$ cat src/rtl/line_buffer_ctrl.sv
// Ping-pong line RAM scheduler: fills one bank from the capture path while vga_control streams the other.
// Optional macro LINE_BUFFER_CTRL_PIXEL_DOUBLE_EN reads every stored pixel twice (2x horizontal scaling).
module line_buffer_ctrl #(
  parameter int LINE_WIDTH = 512,
  parameter int ADDR_W     = 9,
  parameter int DATA_W     = 8
) (
  input  logic              VIDEO_CLK,
  input  logic              RESET,
  input  logic              ENABLE,
  input  logic              IN_FRAME_START,
  input  logic              IN_LINE_START,
  input  logic              IN_VALID,
  input  logic [DATA_W-1:0] IN_DATA,
  input  logic              OUT_LINE_START,
  input  logic              OUT_VISIBLE,
  input  logic [DATA_W-1:0] RAM_RDATA,
  output logic              RAM_WE,
  output logic [ADDR_W:0]   RAM_WADDR,
  output logic [DATA_W-1:0] RAM_WDATA,
  output logic              RAM_RE,
  output logic [ADDR_W:0]   RAM_RADDR,
  output logic [DATA_W-1:0] OUT_DATA,
  output logic              OUT_VALID,
  output logic              OVERRUN,
  output logic              WR_BANK
);

  typedef enum logic [1:0] {W_IDLE, W_FILL, W_DONE} wstate_t;
  typedef enum logic {R_IDLE, R_ACTIVE} rstate_t;

  localparam logic [ADDR_W-1:0] LAST_ADDR = ADDR_W'(LINE_WIDTH - 1);

  wstate_t             wstate_reg, wstate_next;
  rstate_t             rstate_reg, rstate_next;
  logic [ADDR_W-1:0]   waddr_reg, waddr_next;
  logic [ADDR_W-1:0]   raddr_reg, raddr_next;
  logic                wr_bank_reg, wr_bank_next;
  logic                rd_bank_reg, rd_bank_next;
  logic                line_full_reg, line_full_next;
  logic                overrun_reg, overrun_next;
  logic                out_valid_reg;
`ifdef LINE_BUFFER_CTRL_PIXEL_DOUBLE_EN
  logic                phase_reg, phase_next;
`endif

  logic write_en;
  logic read_en;
  logic swap;

  // A pixel arriving together with a line/frame start belongs to no line and is dropped.
  assign write_en = ENABLE && (wstate_reg == W_FILL) && IN_VALID && !IN_LINE_START && !IN_FRAME_START;
  assign read_en  = ENABLE && (rstate_reg == R_ACTIVE) && OUT_VISIBLE && !OUT_LINE_START;
  assign swap     = ENABLE && OUT_LINE_START && line_full_reg;

  assign RAM_WE    = write_en;
  assign RAM_WADDR = write_en ? {wr_bank_reg, waddr_reg} : '0;
  assign RAM_WDATA = write_en ? IN_DATA : '0;
  assign RAM_RE    = read_en;
  assign RAM_RADDR = read_en ? {rd_bank_reg, raddr_reg} : '0;
  assign OUT_VALID = out_valid_reg;
  assign OUT_DATA  = out_valid_reg ? RAM_RDATA : '0;
  assign OVERRUN   = overrun_reg;
  assign WR_BANK   = wr_bank_reg;

  always_ff @(posedge VIDEO_CLK) begin
    if (RESET) begin
      wstate_reg    <= W_IDLE;
      rstate_reg    <= R_IDLE;
      waddr_reg     <= '0;
      raddr_reg     <= '0;
      wr_bank_reg   <= 1'b0;
      rd_bank_reg   <= 1'b1;
      line_full_reg <= 1'b0;
      overrun_reg   <= 1'b0;
      out_valid_reg <= 1'b0;
`ifdef LINE_BUFFER_CTRL_PIXEL_DOUBLE_EN
      phase_reg     <= 1'b0;
`endif
    end else begin
      wstate_reg    <= wstate_next;
      rstate_reg    <= rstate_next;
      waddr_reg     <= waddr_next;
      raddr_reg     <= raddr_next;
      wr_bank_reg   <= wr_bank_next;
      rd_bank_reg   <= rd_bank_next;
      line_full_reg <= line_full_next;
      overrun_reg   <= overrun_next;
      out_valid_reg <= read_en;
`ifdef LINE_BUFFER_CTRL_PIXEL_DOUBLE_EN
      phase_reg     <= phase_next;
`endif
    end
  end

  // Writer and bank ownership; the swap decision uses the registered line_full only.
  always_comb begin
    wstate_next    = wstate_reg;
    waddr_next     = waddr_reg;
    wr_bank_next   = wr_bank_reg;
    rd_bank_next   = rd_bank_reg;
    line_full_next = line_full_reg;
    overrun_next   = overrun_reg;
    if (ENABLE) begin
      if (swap) begin
        wr_bank_next   = ~wr_bank_reg;
        rd_bank_next   = wr_bank_reg;
        line_full_next = 1'b0;
        waddr_next     = '0;
        wstate_next    = IN_LINE_START ? W_FILL : W_IDLE;
      end else if (IN_FRAME_START) begin
        line_full_next = 1'b0;
        waddr_next     = '0;
        wstate_next    = IN_LINE_START ? W_FILL : W_IDLE;
      end else begin
        case (wstate_reg)
          W_IDLE: begin
            if (IN_LINE_START) begin
              wstate_next = W_FILL;
              waddr_next  = '0;
            end
          end
          W_FILL: begin
            if (IN_LINE_START) begin
              waddr_next = '0;
            end else if (write_en) begin
              if (waddr_reg == LAST_ADDR) begin
                wstate_next    = W_DONE;
                waddr_next     = '0;
                line_full_next = 1'b1;
              end else begin
                waddr_next = waddr_reg + ADDR_W'(1);
              end
            end
          end
          W_DONE: begin
            if (IN_LINE_START) begin
              overrun_next   = 1'b1;
              line_full_next = 1'b0;
              waddr_next     = '0;
              wstate_next    = W_FILL;
            end
          end
          default: wstate_next = W_IDLE;
        endcase
      end
    end
  end

  always_comb begin
    rstate_next = rstate_reg;
    raddr_next  = raddr_reg;
`ifdef LINE_BUFFER_CTRL_PIXEL_DOUBLE_EN
    phase_next  = phase_reg;
`endif
    if (ENABLE) begin
      if (OUT_LINE_START) begin
        rstate_next = R_ACTIVE;
        raddr_next  = '0;
`ifdef LINE_BUFFER_CTRL_PIXEL_DOUBLE_EN
        phase_next  = 1'b0;
`endif
      end else if (read_en) begin
`ifdef LINE_BUFFER_CTRL_PIXEL_DOUBLE_EN
        phase_next = ~phase_reg;
        if (phase_reg) begin
          if (raddr_reg == LAST_ADDR) begin
            rstate_next = R_IDLE;
            raddr_next  = '0;
          end else begin
            raddr_next = raddr_reg + ADDR_W'(1);
          end
        end
`else
        if (raddr_reg == LAST_ADDR) begin
          rstate_next = R_IDLE;
          raddr_next  = '0;
        end else begin
          raddr_next = raddr_reg + ADDR_W'(1);
        end
`endif
      end
    end
  end

endmodule

$ cat config.mk
export PLATFORM = sky130hd
export DESIGN_NAME = line_buffer_ctrl
export DESIGN_NICKNAME = d
export VERILOG_FILES = /design/src/rtl/line_buffer_ctrl.sv
export SDC_FILE = /design/constraint.sdc
export NUM_CORES = 1
export LEC_CHECK = 0
export CAP_MARGIN = 40
export CELL_PAD_IN_SITES_DETAIL_PLACEMENT = 1
export CELL_PAD_IN_SITES_GLOBAL_PLACEMENT = 2
export CORE_ASPECT_RATIO = 0.8
export CORE_UTILIZATION = 26
export CTS_CLUSTER_SIZE = 8
export DETAILED_ROUTE_END_ITERATION = 8
export PLACE_DENSITY_LB_ADDON = 0.25
export SYNTH_ARGS = -nofsm -noshare
export SYNTH_HDL_FRONTEND = slang
export SYNTH_SLANG_ARGS = --single-unit
export TNS_END_PERCENT = 30
$ cat constraint.sdc
create_clock -name VIDEO_CLK -period 3.25 [get_ports VIDEO_CLK]
set_input_delay 0.4875 -clock VIDEO_CLK [delete_from_list [all_inputs] [get_ports VIDEO_CLK]]
set_output_delay 0.4875 -clock VIDEO_CLK [all_outputs]
set_load 0.02 [all_outputs]
==> parameters.txt <==
Parameter                              Value

GRT
  Overall routing resource usage ... 14.8%
  Met2 usage ... roughly a quarter
  Pin count of the biggest net entering global routing ... 18
  Grt ovf ... 0
  Global-route wire length before repair ... a little over 8000 µm
  Antenna violations before repair ... 0
  Met1 Usage GRT ... approximately a fifth
  Routing layer with the top usage in global route ... met2
  M3 GR Usage ... ~3.7%
  Number of global-route vias before repair ... between 1.5k and 2k

Worst setup path
  Worst path required time ... about 2800 ps
  Category of the worst setup path capture point ... output pin
  Number of buffer and inverter stages on the critical path ... 3
  Kind of cell adding the most delay to the critical path ... buffers and inverters
  Arrival time reported for the critical path endpoint ... 2380 ps
  Most used cell, CP ... clkdlybuf4s50_1
  Maximum cell stage delay along the critical path ... 600 ps
  Worst Setup Path Type ... input port to output pin
  Critical path startpoint ... IN_VALID
  Setup crit start kind ... input port
  Worst flop-to-flop path startpoint ... waddr_reg[0]
  Cell type of the slowest stage on the worst timing path ... clkdlybuf4s50_1
  Worst-path fanout max ... 17
  Crit path cell chain ... clkdlybuf4s50_1, nor2b_1, nand3_1, nor2_1, buf_4, and2_1, clkdlybuf4s50_1

Clocking
  Number of hold buffers added after cts ... 0
  CTS H-tree depth ... 1
  Clock latency at the later pin of the worst-skew pair ... between 200 and 300 ps
  CTS tree ... done
  Clock buffers created by TritonCTS ... 3
  Sinks on the clock net ... 26
  Buffer count from post-CTS setup fixing ... 0
  CTS Root Buffer Type ... clkbuf_8
  PostCTS Resize Cnt ... 0
  Clk slew on worst S/H paths ... ~90 ps
  Maximum clock insertion buffer count ... 2

Floorplanning
  Number of placement rows ... 25
  I/O Pins ... 65
  Chip height ... about 74 µm
  Initial core utilization ... around 28%
  Placeable core region ... 6040 µm²
  Die outline width ... 91.5 µm
  DIE AREA ... around 6700 µm²

Yosys
  Leading register cell type out of synthesis ... dfxtp_1
  Area leader, netlist ... dfxtp_1
  Post-Syn Instances ... about 210
  Number of nets produced by synthesis ... approximately 240
  Sequential fraction of the synthesis area ... between 30% and 40%
  Count of flip-flops with a built-in enable after synthesis ... 0
  Mean Syn Cell Area ... 8.05 µm²
  Fraction of synthesized cell area taken by the top area cell type ... about 31%
  Count of cell types in the netlist ... 43
  Cell types with the largest area share after synthesis ... dfxtp_1 31%, and2_1 13%, ha_1 5.3%
  Synth async-reset ratio ... 0%
  Number of synthesized register bits ... 26
  Post-Synthesis Cell Area ... 1670 µm²
  Count of warnings emitted by yosys ... 0
  Most numerous cell types in the synthesized netlist ... 35 x and2_1, 26 x dfxtp_1, 17 x nor2_1
  Most frequent cell after synthesis ... and2_1

Finish
  Antenna diodes ... 0
  Fin nets ... between 300 and 400
  P&R area growth vs syn ... 49.2%
  End-of-flow core utilization ... 41.2%
  Share of post-route cells with drive strength above 1 ... approximately 7.7%
  Total non-filler cell area in the finished layout ... 2480 µm²

STA
  Slew at the pin with the worst max-slew slack ... about 650 ps
  Final TNS setup ... 0 ps
  Fraction of the cycle the final worst path needs ... approximately nine tenths
  Final setup violation count ... 0
  Fin. max-slew vios ... 0
  Number of hold violations in the final report ... 0
  Worst slew margin relative to its limit ... about 56%
  Fmax ... 348 MHz
  Crit path time final ... 2870 ps
  Unrepaired setup endpoints after global routing ... false
  Worst setup skew after layout ... about 3.4 ps

Drt
  Average vias per placed instance ... 4.87
  Total via count in the routed design ... 1728
  Post-route ant nets ... 0
  Number of remaining DRC errors ... 0
  Number of DRC violations after detailed-routing iteration 0 ... 36
  Wirelength, routed ... ~4800 µm
  Average wire per standard cell ... 13.4 µm
  Count of TritonRoute iterations in the first routing pass ... 4

Power and ir drop
  Pwr per Cell Area ... roughly 260 nW/µm²
  VDD IR max ... around 0.15 mV
  Total power ... between 0.0006 and 0.0007 W
  Static Leakage ... 0.906 nW

Place
  Standard cell area after detailed placement ... approximately 2400 µm²
  Port buffer count ... 64
  Routability congestion estimate from global placement ... 0.838
  DP Wirelength ... ~3600 µm

Outcome
  Run status ... finished clean

Worst hold path
  Launch point of the worst hold path ... rstate_reg
  Class of the most critical hold timing path ... flop to flop

Flow run
  Maximum capacitance violations ... 0
[metrics by stage]
step	hold slack (ps)	setup WS [ps]	instances
6_report	477	379	355
5_1_grt	490	180	355
4_1_cts	483	345	355
3_5_place_dp	464	343	351
3_3_place_gp	457	368	351
2_1_floorplan	441	966	207
[power by group]
| group | switching [W] | leakage [nW] | internal, W |
|---|---|---|---|
| registers | 0.00000646 | 0.210 | 0.000323 |
| clock network | 0.000102 | 0.0288 | 0.000108 |
| logic | 0.0000546 | 0.667 | 0.0000558 |
[placed cells by master, fill, tap and decap left out, types with 2 or more instances in the layout]
cell / synthesis / layout
dfxtp_1: 26 / 26
nor2_1: 17 / 17
o21ai_0: 3 / 3
buf_4: 0 / 9
o21ai_1: 3 / 3
a21oi_1: 8 / 8
nor4_1: 4 / 4
mux2i_1: 3 / 3
ha_1: 7 / 7
clkdlybuf4s50_1: 0 / 64
o211ai_1: 2 / 2
nand4_1: 4 / 4
a221oi_1: 2 / 2
clkbuf_8: 0 / 4
nand2_1: 8 / 8
nor3_1: 7 / 7
a31o_2: 2 / 2
nand3_1: 13 / 13
inv_1: 9 / 9
a22oi_1: 4 / 4
and2_1: 35 / 35
xor2_1: 3 / 3
nor2b_1: 3 / 3
nand3b_1: 2 / 2
o22ai_1: 3 / 3
xnor2_1: 5 / 5
and3_1: 3 / 3
a31oi_1: 2 / 2
nand2b_1: 4 / 4
[cells by family (layout without fill, tap and decap cells)]
family,count (synthesis),after routing,synth area share [%]
flip-flops,26,26,31.3
buffers and inverters,19,86,4.73
XOR/XNOR,8,8,4.21
adder cells (fa/ha/maj),7,7,5.26
AO/OA/AOI/OAI,38,38,16.3
AND/OR/NAND/NOR,106,106,36.4
multiplexers,3,3,1.80
[worst reg2reg max path, cell delays in order (launching register included)]
cell and delay (ps):
dfxtp_1 350, ha_1 240, nand3_1 200, nor3_1 100, ha_1 270, nor4b_4 650
nand2_4 140, o41ai_2 210
[per-layer routing]
metal | wire [µm] | share of wire [%]
met1 | 2400 | 50
met5 | 0 | 0
met4 | 0 | 0
met2 | 2060 | 43
met3 | 312 | 6.5
[path summary, 6_finish.rpt]
check,end,slack [ps],cells after the start
max,RAM_WDATA[5],380,7
min,rstate_reg,480,2
max reg2reg,waddr_reg[6],990,7
min reg2reg,rstate_reg,480,2
[area by class of cell]
cell class	instances	area, µm²
repair buffers	73	708
multi-input cells	162	1070
fillers	726	3550
well taps	81	101
inverters	9	33.8
clock buffers	4	55.1
flip-flops and latches	26	520
Note: power is estimated with default switching activity, not from simulation.
